`config.mk`:
```
export PLATFORM = sky130hd
export DESIGN_NAME = tick_period_meter
export DESIGN_NICKNAME = d
export VERILOG_FILES = /design/src/rtl/tick_period_meter.sv
export SDC_FILE = /design/constraint.sdc
export NUM_CORES = 1
export LEC_CHECK = 0
export CORE_UTILIZATION = 35
export CTS_BUF_LIST = sky130_fd_sc_hd__clkbuf_4 sky130_fd_sc_hd__clkbuf_8 sky130_fd_sc_hd__clkbuf_16
export CTS_CLUSTER_SIZE = 30
export DETAILED_ROUTE_END_ITERATION = 8
export RECOVER_POWER = 25
export SKIP_CTS_REPAIR_TIMING = 1
export SYNTH_ARGS = -nofsm -noshare
export SYNTH_HDL_FRONTEND = slang
export SYNTH_SLANG_ARGS = --single-unit
export TNS_END_PERCENT = 5
```
`constraint.sdc`:
```
create_clock -name clk -period 5.03 [get_ports clk]
set_input_delay 0.503 -clock clk [delete_from_list [all_inputs] [get_ports clk]]
set_output_delay 0.503 -clock clk [all_outputs]
set_load 0.02 [all_outputs]
```
`src/rtl/tick_period_meter.sv`:
```
//------------------------------------------------------------------------------
// Module  : tick_period_meter
// Brief   : Synchronises a slow square wave, emits edge pulses, measures the
//           half-period in clk cycles and flags tolerance errors / signal loss.
// Revision: 1.0 - initial release
//------------------------------------------------------------------------------
`default_nettype none

module tick_period_meter #(
   parameter int CNT_W       = 32,
   parameter int EXPECT_HALF = 12_500_001,
   parameter int TOL         = 1000,
   parameter int TIMEOUT     = 25_000_000
) (
   input  logic             clk,
   input  logic             rst,
   input  logic             wave_in,
   output logic             edge_pulse,
   output logic             rise_pulse,
   output logic [CNT_W-1:0] half_period,
   output logic             period_valid,
   output logic             in_tol,
   output logic             timeout
);

   localparam logic [CNT_W-1:0] c_timeout = CNT_W'(TIMEOUT);
   localparam logic [CNT_W:0]   c_expect  = (CNT_W+1)'(EXPECT_HALF);
   localparam logic [CNT_W:0]   c_tol     = (CNT_W+1)'(TOL);

   typedef enum logic [1:0] {
      IDLE   = 2'd0,
      ARMED  = 2'd1,
      LOCKED = 2'd2,
      LOST   = 2'd3
   } state_t;

   state_t           r_state;
   state_t           w_next;
   logic             r_s1;
   logic             r_s2;
   logic             r_s3;
   logic [CNT_W-1:0] r_cnt;
   logic             w_edge;
   logic             w_rise;
   logic             w_at_limit;
   logic             w_measure;
   logic             w_lose;
   logic [CNT_W:0]   w_cnt_x;
   logic [CNT_W:0]   w_diff;
   logic             w_in_tol;

   assign w_edge     = r_s2 ^ r_s3;
   assign w_rise     = r_s2 & ~r_s3;
   assign w_at_limit = (r_cnt == c_timeout);

   // One extra bit keeps the absolute difference free of underflow.
   assign w_cnt_x  = {1'b0, r_cnt};
   assign w_diff   = (w_cnt_x >= c_expect) ? (w_cnt_x - c_expect) : (c_expect - w_cnt_x);
   assign w_in_tol = (w_diff <= c_tol);

   always_ff @(posedge clk or negedge rst) begin
      if (!rst) begin
         r_state <= IDLE;
      end else begin
         r_state <= w_next;
      end
   end

   // An edge always wins over a simultaneous timeout.
   always_comb begin
      w_next    = r_state;
      w_measure = 1'b0;
      w_lose    = 1'b0;
      case (r_state)
         IDLE: begin
            if (w_edge) w_next = ARMED;
         end
         ARMED, LOCKED: begin
            if (w_edge) begin
               w_measure = 1'b1;
               w_next    = LOCKED;
            end else if (w_at_limit) begin
               w_lose = 1'b1;
               w_next = LOST;
            end
         end
         LOST: begin
            if (w_edge) w_next = ARMED;
         end
         default: w_next = IDLE;
      endcase
   end

   always_ff @(posedge clk or negedge rst) begin
      if (!rst) begin
         r_s1         <= 1'b0;
         r_s2         <= 1'b0;
         r_s3         <= 1'b0;
         r_cnt        <= '0;
         edge_pulse   <= 1'b0;
         rise_pulse   <= 1'b0;
         half_period  <= '0;
         period_valid <= 1'b0;
         in_tol       <= 1'b0;
         timeout      <= 1'b0;
      end else begin
         r_s1       <= wave_in;
         r_s2       <= r_s1;
         r_s3       <= r_s2;
         edge_pulse <= w_edge;
         rise_pulse <= w_rise;

         if (w_edge) begin
            r_cnt <= {{(CNT_W-1){1'b0}}, 1'b1};
         end else if (r_state == IDLE) begin
            r_cnt <= '0;
         end else if (r_cnt < c_timeout) begin
            r_cnt <= r_cnt + 1'b1;
         end

         if (w_measure) begin
            half_period  <= r_cnt;
            in_tol       <= w_in_tol;
            period_valid <= 1'b1;
         end else if (w_lose) begin
            period_valid <= 1'b0;
         end

         if (w_lose) begin
            timeout <= 1'b1;
         end else if ((r_state == LOST) && w_edge) begin
            timeout <= 1'b0;
         end
      end
   end

endmodule

`default_nettype wire

```
==> impl_metrics.yaml <==
drt:
  wl_per_cell_um: 20.2
  dr.first_iter.drc_count: 482
  met3_length_um: 900
  vias: 4361
  wl_met2_mm: 6.74
  highest_layer: "met4"
  ant_nets: 0
  met1_length_mm: 6.86
  drc: 0
  wirelength_mm: 15.0
  drt_first_pass_iters: 5
  viasPerCell: 5.87
run_status:
  violations: "capacitance limit, slew limit"
  outcome: "finished, violations left"
cells_and_area:
  nFillCells: 1344
  final_cells: 743
  fin_area_um2: 5610
  n_antenna_cell: 0
  final_common_cell: "dfrtp_1"
  nets: 575
  syn2layout_area_growth_pct: 15.5
  mostFrequentLayoutCells: "dfrtp_1, nor2_1, nand2_1, o21ai_0, clkdlybuf4s50_1"
  drive_gt1_share_pct: 11.1
  finish.utilization_pct: 41.9
timing:
  setup_tns_ns: 0
  rsz0062_at_grt: "false"
  slew_viol_final: 75
  hold_viol_final: 0
  clock_skew_ns: 0.0102
  relSlewSlack_pct: -26.4
  tightestPinTransition_ns: 1.90
  fin_crit_sh_pct: 82.8
  setup_viol: 0
  final.min_clock_period_ns: 4.16
  fmax_ghz: 0.240
worst_setup_path:
  path_max_fanout: 20
  reg2reg_slack_ns: 0.87
  path_class: "reg -> reg"
  crit_path_start: "r_cnt[2]"
  cp-endpoint: "in_tol"
  reg2reg_depth: 11
  crit_required_ns: 5.30
  startpoint_type: "register"
  crit_arrival_ns: 4.43
  r2r-start: "r_cnt[2]"
  crit_path_end_kind: "register"
  timing.rr.end: "in_tol"
grt:
  track_usage_pct: 22.2
  grt_overflow: 0
  antenna_found_initial: 0
  grt_pass1_vias: 4177
  grt_max_degree: 75
  grt_pass1_wl_mm: 24.2
die:
  num_io_pins: 40
  die_w_um: 120
  dieArea_um2: 14400
  start_util_pct: 36.3
  die_h_um: 120
  placementRows: 42
  core_um2: 13400
synth:
  synth_area_leaders: "dfrtp_1, xnor2_1, mux2_2"
  synth-seq-cells: 74
  synthesis.nets: 560
  synthDistinctLibCells: 76
  synth-edff-count: 0
  netlist_instances: 547
  synth_top_area_share_pct: 38.1
  synth_area_leader_cell: "dfrtp_1"
  seq_area_frac_synth_pct: 38.1
  syn_area_um2: 4860
  syn_avg_cell_area_um2: 8.88
  yosysWarnings: 0
  synthFlopType: "dfrtp_1"
  async_flop_share_pct: 100
power:
  ir_drop_mv: 0.155
  cellPowerDensity_nw_per_um2: 298
  power.leakage_nw: 2.24
placed_design:
  dpl.hpwl_mm: 10.7
  dp_cells: 727
  gp_congestion: 0.963
  placedInstanceArea_um2: 5330
  port_buffers: 39
hold_path:
  hold_path_class: "reg -> reg"
clocking:
  tritoncts: "yes"
  cts_buffers: 9
  clock_path_buffers: 2
  htreeDepth: 3
  clk_pin_slew_ns: 0.06
  cts.sinks: 74
  worst_skew_pair.late_latency_ns: 0.35
  cts_root_buffer: "clkbuf_16"
flow_run:
  drv_cap: 1
where the power goes:
group          switching, mW  total [mW]  internal, mW  leakage, nW
Combinational          0.246       0.387         0.142         1.09
Clock                  0.273       0.629         0.356        0.136
Sequential            0.0340       0.657         0.623         1.01
cells in the mapped netlist (3+ instances only):
cell type and n:
a31oi_1 8, mux2i_1 6, buf_2 6, nor3_1 15
xor2_1 5, or3_1 7, nand2_1 49, o31ai_1 3
o21a_1 3, clkbuf_1 30, inv_1 20, nand4b_1 5
ha_1 10, or4_1 5, nand2b_1 6, a31o_2 3
nor3b_1 3, xnor2_1 26, o211ai_1 7, nor4b_1 4
and2_1 5, nor4_1 7, o21ai_0 41, nand4_1 9
nor2_1 52, nand3_1 25, dfrtp_1 74, mux2_2 20
a2111oi_0 3, buf_6 3, and3_1 6, a211oi_1 9
a21oi_1 18
state kept, by name (all words and copies together), names as in the netlist:
| register | flops |
|---|---|
| edge_pulse | 1 |
| half_period | 32 |
| r_cnt | 32 |
| in_tol | 1 |
| r_s2 | 1 |
| period_valid | 1 |
| r_s1 | 1 |
| r_s3 | 1 |
| r_state | 2 |
| rise_pulse | 1 |
| timeout | 1 |
how the worst min path moves through the flow:
stage,start,to,depth (start not counted)
after floorplan,rst,edge_pulse,0
final,r_s1,r_s2,0
after global routing,r_s1,r_s2,0
after CTS,rst,half_period[16],1
after detailed placement,r_s1,r_s2,0
after global placement,r_s1,r_s2,0
routing by layer:
| layer | vias to the layer above | global-route usage (%) |
|---|---|---|
| met5 | - | 0 |
| li1 | 2022 | - |
| met4 | 0 | 10.1 |
| met3 | 41 | 4.99 |
| met2 | 159 | 33.1 |
| met1 | 2139 | 30.7 |
kinds of logic after synthesis:
kind of cell    Yosys count  synth area share, %
flops                    74                 38.1
mux                      27                 6.18
compound gates          132                 19.5
buf+inv                  62                 5.48
simple gates            211                 22.6
fa+ha+maj                10                 2.57
xor+xnor                 31                 5.59
per-stage QoR:
| step | total power, mW | hold slack [ns] | setup WS, ns |
|---|---|---|---|
| 5_1_grt | 1.76 | 0.368 | 0.648 |
| 3_3_place_gp | 1.05 | 0.336 | 1.00 |
| 3_5_place_dp | 1.06 | 0.342 | 0.934 |
| 2_1_floorplan | 0.938 | 0.207 | 1.54 |
| 4_1_cts | 1.70 | 0.353 | 0.910 |
| 6_report | 1.67 | 0.352 | 0.866 |
worst max-delay path, stage by stage, from the launching register on:
cell	delay [ns]
dfrtp_1	0.49
inv_1	0.20
ha_1	0.24
or3b_4	0.44
a211oi_2	0.42
o2bb2ai_4	0.13
or2_1	0.48
or4_1	0.63
o21ai_0	0.17
o211ai_1	0.10
or4_1	0.57
a22oi_1	0.20
area by class of cell:
type,count,area (um2),area share [%]
Clock buffer,11,246,4.39
Timing Repair Buffer,46,438,7.80
Multi-Input combinational cell,411,2740,48.9
Inverter,20,75.1,1.34
Tap cell,176,220,3.92
Clock inverter,5,37.5,0.669
Sequential cell,74,1850,33.0
(Power assumes the default switching activity.)
